$ cat src/rtl/fp16_unpack_pipelined.sv
// fp16_unpack_pipelined: binary16 operand unpacker with a 2-stage valid/ready pipeline.
// Define FP16_UNPACK_DAZ_EN for denormals-are-zero (subnormals flushed, no LZC/shifter).
module fp16_unpack_pipelined #(
  parameter int EXP_W = 7,
  parameter int BIAS  = 15
) (
  input  logic                    clk,
  input  logic                    rst,
  input  logic                    in_valid,
  output logic                    in_ready,
  input  logic [15:0]             in_data,
  output logic                    out_valid,
  input  logic                    out_ready,
  output logic                    out_sign,
  output logic signed [EXP_W-1:0] out_exp,
  output logic [10:0]             out_mant,
  output logic                    out_zero,
  output logic                    out_sub,
  output logic                    out_inf,
  output logic                    out_nan
);

  typedef enum logic [2:0] {CLS_NORM, CLS_ZERO, CLS_SUB, CLS_INF, CLS_NAN} cls_e;

  logic        vld_p1, vld_p2;
  logic        load_p2, adv_p1, acc_p0;
  logic        sign_p1;
  logic [4:0]  exp_p1;
  logic [9:0]  frac_p1;
  cls_e        cls_p1;

  function automatic cls_e classify(input logic [4:0] e, input logic [9:0] f);
    if (e == 5'd31) return (f == '0) ? CLS_INF : CLS_NAN;
    if (e == 5'd0)  return (f == '0) ? CLS_ZERO : CLS_SUB;
    return CLS_NORM;
  endfunction

  function automatic logic signed [EXP_W-1:0] unbias(input logic [4:0] e);
    return EXP_W'(e) - EXP_W'(BIAS);
  endfunction

`ifndef FP16_UNPACK_DAZ_EN
  logic [3:0] lz_p1;

  // Highest set bit wins; an all-zero fraction never reaches the shifter.
  function automatic logic [3:0] lzc10(input logic [9:0] f);
    logic [3:0] n;
    n = 4'd9;
    for (int i = 0; i < 10; i++)
      if (f[i]) n = 4'(9 - i);
    return n;
  endfunction

  function automatic logic [10:0] norm_mant(input logic [9:0] f, input logic [3:0] lz);
    logic [10:0] m;
    m = {f, 1'b0};
    return m << lz;
  endfunction

  function automatic logic signed [EXP_W-1:0] sub_exp(input logic [3:0] lz);
    return -EXP_W'(BIAS) - EXP_W'(lz);
  endfunction
`endif

  assign load_p2   = !vld_p2 || out_ready;
  assign adv_p1    = vld_p1 && load_p2;
  assign in_ready  = !vld_p1 || adv_p1;
  assign acc_p0    = in_valid && in_ready;
  assign out_valid = vld_p2;

  // Stage 1: field split, classification, leading-zero count
  always_ff @(posedge clk) begin
    if (rst)         vld_p1 <= 1'b0;
    else if (acc_p0) vld_p1 <= 1'b1;
    else if (adv_p1) vld_p1 <= 1'b0;
  end

  always_ff @(posedge clk) begin
    if (acc_p0) begin
      sign_p1 <= in_data[15];
      exp_p1  <= in_data[14:10];
      frac_p1 <= in_data[9:0];
      cls_p1  <= classify(in_data[14:10], in_data[9:0]);
`ifndef FP16_UNPACK_DAZ_EN
      lz_p1   <= lzc10(in_data[9:0]);
`endif
    end
  end

  // Stage 2: normalization shift, exponent arithmetic, output registers
  always_ff @(posedge clk) begin
    if (rst) begin
      vld_p2   <= 1'b0;
      out_sign <= 1'b0;
      out_exp  <= '0;
      out_mant <= '0;
      out_zero <= 1'b0;
      out_sub  <= 1'b0;
      out_inf  <= 1'b0;
      out_nan  <= 1'b0;
    end else if (load_p2) begin
      vld_p2 <= vld_p1;
      if (vld_p1) begin
        out_sign <= sign_p1;
        out_exp  <= '0;
        out_mant <= '0;
        out_zero <= 1'b0;
        out_sub  <= 1'b0;
        out_inf  <= 1'b0;
        out_nan  <= 1'b0;
        case (cls_p1)
          CLS_NORM: begin
            out_exp  <= unbias(exp_p1);
            out_mant <= {1'b1, frac_p1};
          end
          CLS_ZERO: out_zero <= 1'b1;
          CLS_SUB: begin
`ifdef FP16_UNPACK_DAZ_EN
            out_zero <= 1'b1;
            out_sub  <= 1'b1;
`else
            out_sub  <= 1'b1;
            out_exp  <= sub_exp(lz_p1);
            out_mant <= norm_mant(frac_p1, lz_p1);
`endif
          end
          CLS_INF: out_inf <= 1'b1;
          CLS_NAN: begin
            out_nan  <= 1'b1;
            out_mant <= {1'b0, frac_p1};
          end
          default: ;
        endcase
      end
    end
  end

endmodule
$ cat config.mk
export PLATFORM = sky130hd
export DESIGN_NAME = fp16_unpack_pipelined
export DESIGN_NICKNAME = d
export VERILOG_FILES = /design/src/rtl/fp16_unpack_pipelined.sv
export SDC_FILE = /design/constraint.sdc
export NUM_CORES = 1
export LEC_CHECK = 0
export BUFFER_PORTS_ARGS = -buffer_cell sky130_fd_sc_hd__buf_2
export CAP_MARGIN = 25
export CORE_ASPECT_RATIO = 1.5
export CORE_UTILIZATION = 31
export CTS_BUF_LIST = sky130_fd_sc_hd__clkbuf_4 sky130_fd_sc_hd__clkbuf_8
export CTS_CLUSTER_SIZE = 24
export DETAILED_ROUTE_END_ITERATION = 10
export GPL_TIMING_DRIVEN = 0
export SLEW_MARGIN = 20
export SYNTH_ARGS = -nofsm -noshare
export SYNTH_HDL_FRONTEND = slang
export SYNTH_SLANG_ARGS = --single-unit
$ cat constraint.sdc
create_clock -name clk -period 2.1 [get_ports clk]
set_input_delay 0.21 -clock clk [delete_from_list [all_inputs] [get_ports clk]]
set_output_delay 0.21 -clock clk [all_outputs]
set_load 0.01 [all_outputs]
# == Word-level counts from Yosys, hierarchy flattened ==
# Cells that the tools add are included.
# classes
n_addsub,2
n_eq_ne,5
shifts,1
mux,27
n_reduce_logical,14
# op_table
op,count
case mux 11 bit (3 select lines),1
2-to-1 mux 3 bit,9
case mux 7 bit (2 select lines),1
2-to-1 mux 1 bit,13
<< shifter 11 x 4 -> 11 bit,1
zero test 10 bit,1
OR reduction 8 bit,1
== test 3 x 2 -> 1 bit (second input constant),2
2-to-1 mux 2 bit,3
subtractor 5 x 4 -> 6 bit (second input constant),1
subtractor 5 x 5 -> 6 bit (first input constant),1
== test 5 bit (second input constant),1
zero test 5 bit,1
OR reduction 4 bit,1
== test 3 x 1 -> 1 bit (second input constant),1
== test 3 bit (second input constant),1
zero test 3 bit,1
logical AND 1 bit,2
zero test 1 bit,2
logical OR 1 bit,2
AND reduction 2 bit,1
nonzero test 2 bit,1
OR reduction 2 bit,1
# totals
ff_bits,48
in_bits,20
out_inout_bits,25
wordCells,66

# == Logic depth before layout (Yosys ltp) ==
# Gate-level depths: netlist (run 1).
# logic_depth
word_depth,10
depth_mapped,7
depth_no_buf,6

# == Worst setup path before layout (run 1) ==
# No wires, ideal clock.
# synth_path
path_type,register to register
startpoint,register vld_p2 (netlist: out_valid)
endpoint,register cls_p1[0] (enable)
setup_time_ns,0.382
arrival_time_ns,1.418
required_ns,1.718
setup_slack_ns,0.300
path_stages_with_launch,5
n_path_buf,1
synth_period_minus_slack_ns,1.800
cell_sequence,dfxtp_1 nor2b_1 clkbuf_1 nand2_1 and2_1
# synth_via
elab_chain_len,5
# synth_rtl
item,line,text
from (decl),25,"logic vld_p1, vld_p2;"
from (signal assigned),102,vld_p2 <= vld_p1;
zero test 1 bit,65,assign load_p2 = !vld_p2 || out_ready;
logical OR 1 bit,65,
logical AND 1 bit,66,assign adv_p1 = vld_p1 && load_p2;
logical OR 1 bit,67,assign in_ready = !vld_p1 || adv_p1;
net in_ready,10,"output logic in_ready,"
logical AND 1 bit,68,assign acc_p0 = in_valid && in_ready;
net acc_p0,26,"logic load_p2, adv_p1, acc_p0;"
to (signal assigned),83,"cls_p1 <= classify(in_data[14:10], in_data[9:0]);"
to (decl),30,cls_e cls_p1;
# The timed path passes the listed nets, and every way through them passes these cells.
# A chain may end at the register's enable or synchronous reset.

# == Worst setup path after layout (run 1) ==
# layout_path
startpoint,register lz_p1[3]
endpoint,register out_mant[8]
# layout_via
elab_chain_len,2
# layout_rtl
item,line,text
from (decl),43,logic [3:0] lz_p1;
from (signal assigned),85,lz_p1 <= lzc10(in_data[9:0]);
<< shifter 11 x 4 -> 11 bit,57,return m << lz;
case mux 11 bit (3 select lines),111,case (cls_p1)
to (signal assigned),114,"out_mant <= {1'b1, frac_p1};"
to (signal assigned),124,"out_mant <= norm_mant(frac_p1, lz_p1);"
to (signal assigned),130,"out_mant <= {1'b0, frac_p1};"
to (decl),16,"output logic [10:0] out_mant,"
# Every way passes these cells.

==> flow_summary.yaml, run 1 <==
clocking:
  clockRootBuffer: "clkbuf_8"
  cts-buffers-inserted: 5
  cts_sinks: 47
  clk_latency_ns: 0.32
  cts_max_level: 2
  cts_tree: "yes"
  cts.reportedPaths.clkPinSlew_ns: 0.09
  cts_setup_buffers: 0
  clockBufferDepth: 2
  holdBufCountCts: 0
  ctsResizeCount: 0
synthesis:
  synth_top_family_by_area: "simple AND/OR/NAND/NOR gates"
  netlist_area_mm2: 0.00230
  synth_fa_ha_area_share_pct: 1.09
  yosysWarnings: 0
  yosysSeqAreaShare_pct: 51.0
  synthArstFlopShare_pct: 0
  synth-seq-cells: 47
  syn-num-nets: 248
  synth_edf_count: 23
  synthSimpleGateAreaFrac_pct: 18.1
  synthXorXnorAreaFrac_pct: 1.53
  synth.distinct_cells: 51
  synth_compound_area_share_pct: 16.4
  synth_ff_type: "dfxtp_1"
  muxShareOfSynthArea_pct: 7.84
  synth_area_per_cell_um2: 10.2
  syn_inst: 226
worst_hold_path:
  hold_start: "in_data[15]"
  hold_class: "input pin to register"
  worstHoldPathCells: 1
route:
  drc: 0
  wirelength_um: 5540
  vias_per_cell: 5.14
  wl_per_cell_um: 14.7
  first_pass_iters: 4
  drtIter0Drc: 137
  ant_nets: 0
  via_count: 1937
die:
  start_util_pct: 32.0
  core_mm2: 0.00718
  die_area_mm2: 0.00777
  rows: 38
  die_y_um: 107
  ios: 45
  die_w_um: 72.3
flow_run:
  cap_violations: 0
critical_path:
  critPathKind: "register to register"
  startpoint_type: "register"
  crit_path_max_fanout: 9
  end_kind: "register"
  rr_worst_depth: 4
  cp_data_arrival_time_ns: 2.29
  crit_start: "lz_p1[3]$_SDFFCE_PP0P_"
  critical_path_required_ns: 2.35
  r2r_slack_ns: 0.06
  timing.rr.start: "lz_p1[3]$_SDFFCE_PP0P_"
global_routing:
  grt.total_usage_pct: 15.2
  grt_pass1_vias: 1860
  overflow: 0
  antenna_found_initial: 0
  grt_pass1_wl_um: 8900
  grt_max_degree: 24
timing:
  finalCritPeriodShare_pct: 97.2
  finalHoldViolCount: 0
  maxSlewHeadroom_pct: 29.6
  tns_ns: 0
  min_period_ns: 2.04
  rsz0062_at_grt: "no"
  fin_skew_ns: 0.0121
  setup_viol: 0
  worst_pin_slew_ns: 1.04
  fmax_ghz: 0.490
  drv_slew: 0
  hold_ws_ns: 0.0637
  worst_slack_ns: 0.0585
placed_design:
  numPortBuffers: 43
  dpl.hpwl_um: 4300
  globalplace.congestion: 0.931
  place_ws_ns: 0.0739
outcome:
  status: "finished, final reports clean"
final_layout:
  drive_gt1_share_pct: 23.8
  synthToLayoutAreaGrowth_pct: 19.8
  antennaDiodeCount: 0
  nNetsFinal: 298
pwr:
  p_total_w: 0.00197
  p_leak_nw: 1.07
  power.density_mw_per_mm2: 715
  ir_worst_vdd_uv: 220
==> logic make-up after synthesis <==
kind of cell,count (synthesis)
AND/OR/NAND/NOR,82
AO/OA/AOI/OAI,54
flip-flops,47
buffers and inverters,22
multiplexers,15
XOR/XNOR,4
adder cells (fa/ha/maj),2
==> placed cells by master, fill, tap and decap left out, types with 3 or more instances in the layout <==
cell,count
inv_1,7
nor2_1,13
o21ai_0,6
a22oi_1,6
nor2b_1,6
dfxtp_1,24
edfxtp_1,23
a21oi_1,14
clkbuf_8,5
nor4_1,4
clkbuf_1,8
mux2_2,4
buf_2,48
mux2i_1,9
nand2_1,24
nand3_1,11
a31oi_1,4
nor3_1,7
o211ai_1,3
or3_1,3
==> worst max-delay path, cell delays in order (launching register included) <==
cell      delay [ns]
edfxtp_1        0.36
clkbuf_1        0.23
nor4b_1         0.94
o21ai_0         0.26
o22ai_1         0.18
==> flip-flops by register name, summed over array words and instances (netlist names) <==
name	count
out_mant	11
frac_p1	10
out_exp	6
exp_p1	5
lz_p1	4
cls_p1	3
out_inf	1
out_nan	1
out_sign	1
out_sub	1
out_valid	1
out_zero	1
sign_p1	1
vld_p1	1
==> final cells by class <==
cell class	count	area (um2)
plain buffers	14	62.6
clock buffers	7	83.8
clock inverters	1	30.0
fillers	723	4430
inverters	8	30.0
multi-input cells	157	1030
flip-flops and latches	47	1170
well taps	100	125
repair buffers	43	215
==> worst paths after layout <==
kind | to
min reg2reg | out_mant[6]$_SDFFE_PP0P_
max reg2reg | out_mant[8]$_SDFFE_PP0P_
max | out_mant[8]$_SDFFE_PP0P_
min | sign_p1$_DFFE_PP_
==> cell usage after synthesis, drive strengths merged, types with 2 or more instances <==
cell	n	area, um2
inv	7	26.3
edfxtp	23	691
o21ai	6	30.0
nor3b	2	15.0
nor3	7	35.0
o211ai	3	22.5
a221o	2	20.0
dfxtp	24	480
nand3	11	55.1
clkbuf	8	30.0
xor2	2	17.5
a21oi	14	70.1
buf	6	32.5
a32o	2	20.0
a211oi	2	15.0
o22ai	2	12.5
nor2b	6	37.5
o2111ai	2	17.5
a22oi	6	45.0
a32oi	2	17.5
mux2i	9	90.1
nor4	4	25.0
or3	3	18.8
nor2	13	48.8
mux2	4	45.0
a221oi	2	17.5
nand2	24	90.1
ha	2	25.0
mux4	2	45.0
a31oi	4	25.0
xnor2	2	17.5
nand2b	2	12.5
==> stage by stage <==
step	area [um2]	instances	utilization, %
detailed placement	2640	369	36.7
global route	2750	377	38.3
global placement	2640	369	36.7
CTS	2750	377	38.3
floorplan	2300	226	-
finish	2750	377	38.3
==> routing by layer <==
metal | part of all wire [%] | track usage (%) | up-vias
met5 | 0 | 0 | -
met4 | 2.5 | 8.26 | 0
met3 | 4.4 | 2.62 | 10
met1 | 39 | 16.5 | 914
li1 | - | - | 954
met2 | 55 | 27.2 | 59
==> power by group <==
part	total (W)	internal, W	switching, W
combinational	0.000248	0.0000994	0.000148
sequential	0.00103	0.00100	0.0000295
clock	0.000687	0.000382	0.000305
total	0.00197	0.00149	0.000483
Power figures use the tool's default switching activity.
==> run 2: changes to the inputs <==
==> constraint.sdc (replaced) <==
create_clock -name clk -period 1.8 [get_ports clk]
set_input_delay 0.18 -clock clk [delete_from_list [all_inputs] [get_ports clk]]
set_output_delay 0.18 -clock clk [all_outputs]
set_load 0.01 [all_outputs]
==> run 2 against run 1 <==
- worst setup slack gained 0.012 ns
- cell count increased by 2.9%
- global-route usage hardly changed
- combinational power is 28% higher
- clock-buffer cell count is the same
- largest cell class unchanged
- maximum frequency up 18%
- clock power grew 16%
- non-clock buffer count rose by 11
- worst hold slack got worse by 0.028 ns
- critical path depth increased by 1
==> flow_summary.yaml, run 2 (same netlist as run 1, synthesis figures left out) <==
outcome:
  status: "finished, final reports clean"
global_routing:
  grtUsageMet1_pct: 16.6
  overflow: 0
  grt_max_degree: 24
  grtUsageMet2_pct: 27.2
  grt.busiest_layer: "met2"
  antenna_found_initial: 0
  grt_pass1_vias: 1863
  grt_pass1_wl_um: 8910
  grt.total_usage_pct: 15.2
  grtUsageMet3_pct: 2.62
timing:
  finalCritPeriodShare_pct: 96.1
  rsz0062_at_grt: "yes"
  worst_pin_slew_ns: 0.709
  tns_ns: 0
  drv_slew: 0
  fin_skew_ns: 0.0113
  min_period_ns: 1.73
  finalHoldViolCount: 0
  maxSlewHeadroom_pct: 52.6
  setup_viol: 0
  fmax_ghz: 0.578
critical_path:
  critPathKind: "register to register"
  cp_data_arrival_time_ns: 1.97
  end_kind: "register"
  startpoint_type: "register"
  critical_path_required_ns: 2.04
  crit_path_max_fanout: 6
route:
  drtIter0Drc: 143
  wirelength_um: 5650
  ant_nets: 0
  wl_per_cell_um: 14.6
  via_count: 1982
  first_pass_iters: 4
  drc: 0
  vias_per_cell: 5.11
final_layout:
  regMostFlops: "out_mant"
  drive_gt1_share_pct: 28.8
  antennaDiodeCount: 0
  nNetsFinal: 309
  final_cell_mix: "buf_2, nand2_1, dfxtp_1"
  synthToLayoutAreaGrowth_pct: 25.5
  top_regs: "out_mant x11, frac_p1 x10, out_exp x6"
  largest_reg_flops: 11
  final_common_cell: "buf_2"
clocking:
  cts_tree: "yes"
  clockBufferDepth: 2
  cts_max_level: 2
  cts.reportedPaths.clkPinSlew_ns: 0.09
  clockRootBuffer: "clkbuf_8"
  cts_sinks: 47
  cts-buffers-inserted: 5
  holdBufCountCts: 0
  clk_latency_ns: 0.31
pwr:
  ir_worst_vdd_uv: 257
  power.density_mw_per_mm2: 806
  p_total_w: 0.00232
  p_leak_nw: 1.14
die:
  core_mm2: 0.00718
  ios: 45
  rows: 38
  die_w_um: 72.3
  die_y_um: 107
  die_area_mm2: 0.00777
  start_util_pct: 32.0
placed_design:
  dpl.hpwl_um: 4300
  numPortBuffers: 43
  globalplace.congestion: 0.931
flow_run:
  cap_violations: 0
worst_hold_path:
  hold_class: "input pin to register"
[run 2: where the power goes]
part           total (W)  internal (W)  switching [W]
clock network   0.000799      0.000446       0.000353
registers        0.00121       0.00117      0.0000352
logic           0.000318      0.000139       0.000180
total            0.00232       0.00176       0.000568
[run 2: final cells by class]
cell class	instances	area, um2
flip-flops and latches	47	1170
clock buffers	7	83.8
clock inverters	1	30.0
inverters	8	30.0
multi-input cells	157	1060
fillers	710	4300
repair buffers	54	298
plain buffers	14	85.1
well taps	100	125
[run 2: what timing repair did]
item | in CTS | in global routing
setup endpoints to repair | 35 | 35
setup buffers | 0 | 11
gates resized for setup | 2 | 17
[run 2: critical path, stage by stage (launching register included)]
cell and delay [ns]:
edfxtp_1 0.38, buf_6 0.14, or3b_4 0.39, or3_4 0.33
or3_1 0.31, o22ai_1 0.10
[run 2: worst paths after layout]
check	from	end	slack [ns]	depth (start not counted)
hold / removal	in_data[15]	sign_p1$_DFFE_PP_	0.04	1
hold reg to reg	out_mant[6]$_SDFFE_PP0P_	out_mant[6]$_SDFFE_PP0P_	0.45	2
setup / recovery	cls_p1[0]$_DFFE_PP_	out_mant[9]$_SDFFE_PP0P_	0.07	5
setup reg to reg	cls_p1[0]$_DFFE_PP_	out_mant[9]$_SDFFE_PP0P_	0.07	5
[run 2: per-stage QoR]
step / std cells / cell area [um2] / utilization, % / hold slack (ns) / setup WS, ns
after floorplan: 226 / 2300 / - / 0.279 / 0.000342
after global placement: 369 / 2640 / 36.7 / 0.359 / -0.183
after detailed placement: 369 / 2640 / 36.7 / 0.361 / -0.226
after CTS: 377 / 2760 / 38.4 / 0.0308 / -0.125
after global routing: 388 / 2880 / 40.2 / 0.0309 / -0.00655
final: 388 / 2880 / 40.2 / 0.0355 / 0.0701
[run 2: per-layer routing]
metal	part of all wire (%)	vias up
met5	0	-
met4	3.9	0
met3	4.4	17
met2	53	67
met1	38	929
li1	-	969
